## src/rtl/sha_msg_pkg.sv

```systemverilog
// rtl/sha_msg_pkg.sv - shared states, constants and block-count helper for sha_msg_packer
package sha_msg_pkg;

  typedef enum logic [2:0] {
    ST_IDLE,
    ST_LEN,
    ST_PAYLOAD,
    ST_CSUM,
    ST_PAD,
    ST_DONE
  } state_e;

  localparam logic [7:0] SYNC_DEF     = 8'hA5;
  localparam int         NBLK_MAX_DEF = 2;
  localparam int         BLK_BYTES    = 64;
  localparam int         LENF_BYTES   = 8;

  // Blocks needed for L payload bytes plus the 0x80 marker and the length field.
  function automatic logic [1:0] nblk_of(input logic [6:0] len);
    int n;
    n = (int'(len) + LENF_BYTES + 1 + BLK_BYTES - 1) / BLK_BYTES;
    return 2'(n);
  endfunction

endpackage

```

## src/rtl/sha_pad_byte.sv

```systemverilog
// rtl/sha_pad_byte.sv - combinational SHA-256 padding byte for buffer index idx
module sha_pad_byte (
  input  logic [6:0] idx_i,
  input  logic [6:0] len_i,
  input  logic [1:0] nblk_i,
  output logic [7:0] byte_o
);

  logic [7:0] last_idx;
  logic [9:0] bit_len;

  always_comb begin
    last_idx = {nblk_i, 6'd0} - 8'd1;
    bit_len  = {len_i, 3'd0};
    byte_o   = 8'h00;
    if (idx_i == len_i)
      byte_o = 8'h80;
    else if ({1'b0, idx_i} == last_idx)
      byte_o = bit_len[7:0];
    else if ({1'b0, idx_i} == last_idx - 8'd1)
      byte_o = {6'd0, bit_len[9:8]};
  end

endmodule

```

## src/rtl/sha_msg_packer.sv

```systemverilog
// rtl/sha_msg_packer.sv - frames UART bytes into a padded 1/2-block SHA-256 image
// Optional checksum byte after the payload: define SHA_MSG_PACKER_CSUM_EN.
module sha_msg_packer
  import sha_msg_pkg::*;
#(
  parameter logic [7:0] SYNC     = SYNC_DEF,
  parameter int         NBLK_MAX = NBLK_MAX_DEF
) (
  input  logic                    clk_i,
  input  logic                    rst_i,
  input  logic [7:0]              data_i,
  input  logic                    valid_i,
  input  logic                    msg_ready_i,
  output logic [512*NBLK_MAX-1:0] msg_o,
  output logic [1:0]              nblk_o,
  output logic [6:0]              len_o,
  output logic                    msg_valid_o,
  output logic                    err_o,
  output logic                    drop_o
);

  localparam int BUF_BYTES = BLK_BYTES * NBLK_MAX;
  localparam int MAX_LEN   = BUF_BYTES - LENF_BYTES - 1;
  localparam int MSG_W     = 512 * NBLK_MAX;

  state_e     state_q;
  logic [7:0] mem_q [BUF_BYTES];
  logic [6:0] idx_q;
  logic [6:0] len_q;
  logic [1:0] nblk_q;
  logic       valid_q;
  logic       err_q;
  logic       drop_q;
  logic [7:0] pad_byte;
  logic [6:0] last_idx;
`ifdef SHA_MSG_PACKER_CSUM_EN
  logic [7:0] xor_q;
`endif

  assign last_idx = 7'({nblk_q, 6'd0} - 8'd1);

  sha_pad_byte u_pad (
    .idx_i  (idx_q),
    .len_i  (len_q),
    .nblk_i (nblk_q),
    .byte_o (pad_byte)
  );

  always_ff @(posedge clk_i) begin
    if (rst_i) begin
      state_q <= ST_IDLE;
      idx_q   <= '0;
      len_q   <= '0;
      nblk_q  <= 2'd1;
      valid_q <= 1'b0;
      err_q   <= 1'b0;
      drop_q  <= 1'b0;
      for (int k = 0; k < BUF_BYTES; k++) mem_q[k] <= '0;
`ifdef SHA_MSG_PACKER_CSUM_EN
      xor_q   <= '0;
`endif
    end else begin
      err_q  <= 1'b0;
      drop_q <= 1'b0;
      case (state_q)
        ST_IDLE: begin
          if (valid_i && data_i == SYNC) begin
            state_q <= ST_LEN;
            idx_q   <= '0;
            for (int k = 0; k < BUF_BYTES; k++) mem_q[k] <= '0;
`ifdef SHA_MSG_PACKER_CSUM_EN
            xor_q   <= '0;
`endif
          end
        end
        ST_LEN: begin
          if (valid_i) begin
            if (data_i > 8'(MAX_LEN)) begin
              err_q   <= 1'b1;
              state_q <= ST_IDLE;
            end else begin
              len_q  <= data_i[6:0];
              nblk_q <= nblk_of(data_i[6:0]);
              if (data_i != 8'd0)
                state_q <= ST_PAYLOAD;
`ifdef SHA_MSG_PACKER_CSUM_EN
              else
                state_q <= ST_CSUM;
`else
              else
                state_q <= ST_PAD;
`endif
            end
          end
        end
        ST_PAYLOAD: begin
          if (valid_i) begin
            mem_q[idx_q] <= data_i;
            idx_q        <= idx_q + 7'd1;
`ifdef SHA_MSG_PACKER_CSUM_EN
            xor_q        <= xor_q ^ data_i;
            if (idx_q == len_q - 7'd1) state_q <= ST_CSUM;
`else
            if (idx_q == len_q - 7'd1) state_q <= ST_PAD;
`endif
          end
        end
`ifdef SHA_MSG_PACKER_CSUM_EN
        ST_CSUM: begin
          if (valid_i) begin
            if (data_i == xor_q) begin
              state_q <= ST_PAD;
            end else begin
              err_q   <= 1'b1;
              state_q <= ST_IDLE;
            end
          end
        end
`endif
        ST_PAD: begin
          // idx_q already sits at L when PAD is entered
          drop_q       <= valid_i;
          mem_q[idx_q] <= pad_byte;
          idx_q        <= idx_q + 7'd1;
          if (idx_q == last_idx) begin
            state_q <= ST_DONE;
            valid_q <= 1'b1;
          end
        end
        ST_DONE: begin
          drop_q <= valid_i;
          if (msg_ready_i) begin
            state_q <= ST_IDLE;
            valid_q <= 1'b0;
          end
        end
        default: state_q <= ST_IDLE;
      endcase
    end
  end

  for (genvar k = 0; k < BUF_BYTES; k++) begin : g_flat
    assign msg_o[MSG_W-1-8*k -: 8] = mem_q[k];
  end

  assign nblk_o      = nblk_q;
  assign len_o       = len_q;
  assign msg_valid_o = valid_q;
  assign err_o       = err_q;
  assign drop_o      = drop_q;

endmodule

```

## config.mk

```make
export PLATFORM = sky130hd
export DESIGN_NAME = sha_msg_packer
export DESIGN_NICKNAME = d
export VERILOG_FILES = /design/src/rtl/sha_msg_pkg.sv /design/src/rtl/sha_pad_byte.sv /design/src/rtl/sha_msg_packer.sv
export SDC_FILE = /design/constraint.sdc
export NUM_CORES = 1
export LEC_CHECK = 0
export ABC_AREA = 1
export CAP_MARGIN = 20
export CORE_AREA = 2 2 404 406
export CTS_CLUSTER_SIZE = 25
export DETAILED_ROUTE_END_ITERATION = 7
export DIE_AREA = 0 0 406 408
export GPL_TIMING_DRIVEN = 0
export HOLD_SLACK_MARGIN = 0.1
export PLACE_DENSITY = 0.45
export SETUP_SLACK_MARGIN = 0.1
export SYNTH_ARGS = -nofsm -noshare
export SYNTH_HDL_FRONTEND = slang
export SYNTH_SLANG_ARGS = --single-unit
```

## constraint.sdc

```tcl
create_clock -name clk_i -period 3.8 [get_ports clk_i]
set_clock_uncertainty 0.15 [all_clocks]
set_input_delay 0.38 -clock clk_i [delete_from_list [all_inputs] [get_ports clk_i]]
set_output_delay 0.38 -clock clk_i [all_outputs]
set_load 0.02 [all_outputs]
```

==> results by group, run 1 <==
Critical path
  – Worst setup SP type: flip-flop
  – Critical Path Sink Type: flip-flop
  – Worst EP arrival: 3810 ps
  – WS Path Type: flip-flop to flip-flop
  – Crit Path Max Fanout: 9
  – WP data required: 4020 ps

Yosys
  – Top cell type's share of synthesized area: 78.8%
  – Post-Syn Nets: 2843
  – Post-Syn Instances: between 2000 and 3000
  – Mapped cell area: 39000 µm²
  – Syn Area/Cell: ~14 µm²
  – Netlist cell types: 30
  – Synth area leader: edfxtp_1
  – Top post-synthesis cells by area: edfxtp_1 (79%), a21oi_1 (6.8%), nor2_1 (5.5%)
  – Flops & latches, synth: 1046
  – Seq/Total Area, Yosys: 79.9%
  – Yosys synthesis warning count: 0

Timing
  – Final hold vios: 0
  – RSZ-0062 raised after global routing: true
  – Maximum operating frequency: 278 MHz
  – Fin crit share: 94.6%
  – Worst setup margin: ~200 ps
  – Worst Tran Pin Value: 1150 ps
  – Slew margin rel.: ~23%
  – Setup violations, final: 0
  – Final Slew Violations: 0
  – Setup TNS Final: 0 ps
  – Post-layout min period: 3600 ps

GRT
  – Number of antenna violations at the first check in global routing: 22
  – Global-route wire length before repair: 262000 µm
  – Grt total ovfl: 0
  – Number of global-route vias before repair: 28400
  – Gr usage total: 23.6%
  – Largest net degree at the start of global routing: 19

Clock tree
  – H-tree levels: 3
  – Root Driver: clkbuf_16
  – Max Root-Sink Buffers: 3
  – Worst-Skew Late Latency: 760 ps
  – CTS tree: built
  – Total CTS buffers: 116
  – Clk sink count: 1046
  – CTS clock-pin slew for the worst setup and hold paths: 70 ps

Layout
  – Synth-to-Final Area Change: 44.7%
  – Final Net Count: 4029
  – Fillers: between 15000 and 20000
  – Fin cells: about 6300
  – Share of cells above drive strength 1: 9.42%
  – Final core occ: 34.9%

Worst hold path
  – Hold crit path type: primary input to flip-flop

Placed design
  – Dpl hpwl: 150000 µm
  – Post-Place Setup Slack: -1600 ps
  – PortBufs: around 1000
  – Dpl cells: slightly above 6000
  – RePlAce Congestion: ~0.86

Floorplanning
  – Die area: roughly 170000 µm²
  – Die W: 406 µm
  – Initial Utilization: 24.1%
  – Row count: about 150
  – Core Area: roughly 160000 µm²
  – IO Count: 1048
  – Die height: 408 µm

Pwr
  – Peak VDD IR: 0.447 mV
  – Power per Cell Area: 911 nW/µm²
  – Final total power: approximately 0.05 W
  – LEAKAGE: 20.3 nW

Detailed routing
  – Iteration-0 DRC Markers: 2490
  – DRT antenna net count: 0
  – Avg WL per Cell: between 30 and 40 µm
  – Final WL: 203000 µm
  – DR vias: 29000
  – Vias per inst: about 4.6
  – Residual DRC: 0
  – 1st-pass router iterations: 7

Outcome
  – Outcome: complete, no violations

Run
  – Max cap viols: 0
-- synthesized netlist by cell type (all sizes together) --
library cell,instances
a21oi,530
o21ai,13
dfxtp,22
edfxtp,1024
o31ai,1
nand4,7
clkbuf,89
nor2,575
nand3,22
ha,3
nand2,346
xnor2,1
o22ai,2
xor2,4
nor3,16
nand3b,3
or2,1
buf,111
clkinv,2
o211ai,2
inv,54
-- layout make-up --
cell class              instances  area [µm²]  share of cell area, %
multi-input cells            1526        6830                   12.1
diodes                          5        12.5                 0.0222
inverters                      56         210                  0.372
clock buffers                 136        2980                   5.27
clock inverters                75         766                   1.36
well taps                    2175        2720                   4.82
flip-flops and latches       1046       31200                   55.2
repair buffers               1068       10800                   19.2
plain buffers                 200         943                   1.67
-- metrics by stage --
stage                     instance area (µm²)  hold WS [ps]
after CTS                               56400           155
after global placement                  52200           319
after detailed placement                52600           330
final                                   56500           225
after floorplan                         39000           378
after global routing                    56500           219
-- kinds of logic (layout without fill, tap and decap cells) --
family                     Yosys count  count (layout)  synth area share, %
adders and majority gates            3               3               0.0962
xor gates and xnor gates             5               5                0.112
DFF                               1046            1046                 79.9
AOI/OAI and AO/OA                  548             548                 7.06
buffers and inverters              256            1535                 2.82
and+or+nand+nor                    970             970                 9.96
other                                0               5                    0
-- critical path, stage by stage (launching register included) --
cell	delay, ps
dfxtp_1	300
clkbuf_1	280
nand2_1	410
nor2_1	870
nand2_1	600
nand2_1	610
-- power by group --
| group | total (W) | leakage [nW] | internal [W] | switching (W) |
|---|---|---|---|---|
| registers | 0.0196 | 11.1 | 0.0181 | 0.00141 |
| logic | 0.0205 | 7.37 | 0.00669 | 0.0138 |
| clock network | 0.0114 | 1.82 | 0.00636 | 0.00499 |
| total | 0.0515 | 20.3 | 0.0312 | 0.0203 |
-- layout by cell type, fill, tap and decap left out, types with 11 or more instances in the layout --
| master | instances |
|---|---|
| clkinv_2 | 21 |
| dfxtp_1 | 22 |
| clkbuf_2 | 21 |
| inv_1 | 51 |
| clkbuf_1 | 87 |
| edfxtp_1 | 1024 |
| clkinv_1 | 31 |
| buf_2 | 93 |
| nand3_1 | 22 |
| bufinv_16 | 11 |
| clkdlybuf4s50_1 | 1046 |
| nor2_1 | 565 |
| nand2_2 | 61 |
| nand2_1 | 285 |
| a21oi_1 | 530 |
| o21ai_0 | 13 |
| buf_1 | 12 |
| clkbuf_16 | 116 |
-- flip-flops by register name, indices dropped and copies added (netlist names) --
| name | flops |
|---|---|
| idx_q | 7 |
| msg_valid_o | 1 |
| drop_o | 1 |
| err_o | 1 |
| len_o | 7 |
| mem_q | 1024 |
| nblk_o | 2 |
| state_q | 3 |
-- worst paths after layout --
kind / from / endpoint / slack [ps] / cells past startpoint
setup / recovery: idx_q[5] / mem_q[120][3] / 200 / 5
hold / removal: valid_i / drop_o / 220 / 3
setup reg to reg: idx_q[5] / mem_q[120][3] / 200 / 5
hold reg to reg: msg_valid_o / msg_valid_o / 340 / 2
-- what timing repair did --
item,in CTS,in global routing
pin swaps,1,0
buffers inserted,3,0
hold endpoints to repair,8,0
endpoints found under the setup margin,689,104
gates resized for setup,20,16
cloned,0,0
hold buffers,1,0
-- routing by layer --
metal / share of wire [%] / vias up / GRT usage (%)
met4: 3.7 / 0 / 8.56
met2: 49 / 1435 / 39.9
met1: 40 / 14800 / 29.0
met5: 0 / - / 0
met3: 7.8 / 272 / 5.82
li1: - / 12500 / -
Note: power is estimated with default switching activity, not from simulation.
==> run 2: changes to the inputs <==
Settings changed: CORE_AREA 2 2 404 406 to 2 2 411 413, DIE_AREA 0 0 406 408 to 0 0 413 415, PLACE_DENSITY 0.45 to 0.43, SYNTH_HIERARCHICAL set to 1.
==> run 2 against run 1 <==
Net effect: global-route usage decreased by 2.2 points; via count fell by 6.7%; total power shrank 43%; clock power is essentially flat; synthesized cell count down 1.7%; design area down 1.2%; maximum frequency rose by 1.7%; worst hold slack got worse by 45 ps; critical path depth grew 5; largest cell class unchanged.
==> results by group, run 2 <==
Critical path
  – Critical Path Sink Type: flip-flop
  – WS Path Type: primary input to flip-flop
  – WP data required: 4050 ps
  – Crit Path Max Fanout: 10
  – Worst EP arrival: between 3000 and 4000 ps
  – Worst setup SP type: primary input

Detailed routing
  – Avg WL per Cell: 29.9 µm
  – DR vias: roughly 27000
  – Final WL: 188000 µm
  – DRT antenna net count: 0
  – Iteration-0 DRC Markers: between 2000 and 2500
  – Vias per inst: 4.30
  – 1st-pass router iterations: 7
  – Residual DRC: 0

Placed design
  – PortBufs: 1046
  – RePlAce Congestion: 0.830
  – Dpl cells: between 6000 and 7000
  – Dpl hpwl: about 140000 µm

Yosys
  – Asr flop ratio synth: 0%
  – Synth area leader: edfxtp_1
  – Yosys synthesis warning count: 6
  – Netlist cell types: 38
  – Top cell type's share of synthesized area: between 80% and 90%
  – Seq/Total Area, Yosys: 81.7%
  – Syn Area/Cell: 13.7 µm²
  – Flops & latches, synth: 1046
  – Most frequent cells after synthesis: nor2_1 (1076), edfxtp_1 (1024), nand2_1 (327)
  – Dominant synthesized flop cell: edfxtp_1
  – Most frequent cell after synthesis: nor2_1
  – Post-Syn Nets: 2795
  – Post-synth EDFFs: 1024
  – Top post-synthesis cells by area: edfxtp_1 (81%), nor2_1 (11%), nand2_1 (3.2%)
  – Post-Syn Instances: roughly 2800
  – Mapped cell area: 38200 µm²

Clock tree
  – Max Root-Sink Buffers: 3
  – H-tree levels: 3
  – Clk sink count: 1046
  – CTS tree: built
  – Worst-Skew Late Latency: 760 ps
  – Total CTS buffers: 119
  – Root Driver: clkbuf_16
  – CTS clock-pin slew for the worst setup and hold paths: roughly 50 ps

Run
  – Max cap viols: 0

Timing
  – Fin crit share: 93.1%
  – Slew margin rel.: between 10% and 20%
  – RSZ-0062 raised after global routing: true
  – Final hold vios: 0
  – Worst Tran Pin Value: 1210 ps
  – Maximum operating frequency: approximately 280 MHz
  – Setup TNS Final: 0 ps
  – Setup violations, final: 0
  – Post-layout min period: 3540 ps
  – Final Slew Violations: 0

Floorplanning
  – Die W: 413 µm
  – Initial Utilization: 22.9%
  – Die area: 171000 µm²
  – Core Area: ~170000 µm²
  – Row count: 150
  – Die height: 415 µm
  – IO Count: approximately 1000

Layout
  – Top reg by flops: mem_q
  – Most common cell after layout, fill and taps aside: nor2_1
  – Fin cells: 6293
  – Final Net Count: between 4000 and 5000
  – Share of cells above drive strength 1: approximately 9.0%
  – Max reg flops: around 1000
  – Final core occ: 33.5%
  – Most frequent cells in the layout: nor2_1 (1069), clkdlybuf4s50_1 (1046), edfxtp_1 (1024), nand2_1 (312), clkbuf_16 (120)
  – Fillers: 16800
  – Synth-to-Final Area Change: 46.1%

GRT
  – Number of antenna violations at the first check in global routing: 25
  – Layer with the highest usage: met2
  – Gr usage total: 21.4%
  – Grt total ovfl: 0
  – GR Util met2: 36.0%
  – M1 GR Usage: a little over a quarter
  – Number of global-route vias before repair: 26800
  – Met3 Use GR: 6.05%
  – Global-route wire length before repair: approximately 250000 µm
  – Largest net degree at the start of global routing: 18

Worst hold path
  – Hold crit path type: primary input to flip-flop

Pwr
  – Peak VDD IR: 0.372 mV
  – Reg power frac: 45.6%
  – Internal power: approximately 0.020 W
  – LEAKAGE: ~21 nW
  – Power per Cell Area: roughly 520 nW/µm²
  – Sw Pwr: 0.00870 W
  – Sw Share: 29.8%
  – Clk network pwr share: 38.4%
  – Combinational fraction of design power: 16.0%

Outcome
  – Outcome: complete, no violations
run 2: final timing paths:
check              start            to  slack [ps]  cells past startpoint
max              valid_i  mem_q[44][4]         260                     10
min            data_i[5]     nblk_o[1]         180                      3
max reg2reg   state_q[0]  mem_q[44][4]         280                     11
min reg2reg  msg_valid_o   msg_valid_o         350                      2
run 2: cells by family after synthesis:
logic type               Yosys count  synth area share (%)
other                              1               0.00982
adder cells (fa/ha/maj)            2                0.0655
buffers and inverters            199                  2.33
AO/OA/AOI/OAI                     52                 0.787
AND/OR/NAND/NOR                 1476                  15.0
XOR/XNOR                           4                0.0918
multiplexers                       1                0.0262
flip-flops                      1046                  81.7
run 2: timing repair:
item / CTS / global route
gates resized for setup: 18 / 15
hold buffers: 4 / 0
hold endpoints to repair: 11 / 0
setup buffers: 15 / 2
pin swaps: 2 / 1
endpoints found under the setup margin: 783 / 282
run 2: critical path, stage by stage:
cell and delay (ps):
dlygate4sd3_1 550, clkdlybuf4s50_1 550, inv_1 130, o31ai_1 300, inv_2 230, nor2_4 160
buf_12 160, buf_6 350, nand2_1 380, nand2_1 530
run 2: cell type report:
type	count	area (µm²)	area share, %
Sequential cell	1046	31200	55.9
Timing Repair Buffer	1087	11000	19.7
Multi-Input combinational cell	1536	6200	11.1
Clock buffer	156	3140	5.62
Tap cell	2204	2760	4.94
Buffer	141	716	1.28
Clock inverter	60	574	1.03
Inverter	58	218	0.390
Antenna cell	5	12.5	0.0224
run 2: power groups by stage:
stage	Sequential, W	Clock [W]	Combinational [W]
floorplan	0.0140	0	0.00141
global placement	0.0135	0	0.00471
detailed placement	0.0135	0	0.00475
CTS	0.0133	0.0114	0.00482
global route	0.0133	0.0118	0.00495
finish	0.0133	0.0112	0.00468
run 2: through the flow:
stage               hold WS (ps)  setup WS [ps]  power (W)  cell area, µm²
CTS                          103            125     0.0296           55700
global placement             325          -1540     0.0182           51400
global route                 172           81.1     0.0301           55800
finish                       180            263     0.0292           55800
detailed placement           328          -1570     0.0183           51700
floorplan                    379           1410     0.0154           38200
run 2: layer usage:
| layer | vias to the layer above | routed length [µm] | part of all wire (%) |
|---|---|---|---|
| met2 | 1145 | 91700 | 49 |
| met3 | 222 | 15000 | 8.0 |
| met4 | 4 | 6120 | 3.3 |
| met1 | 13800 | 75300 | 40 |
| li1 | 11900 | - | - |
| met5 | - | 23 | 0.012 |
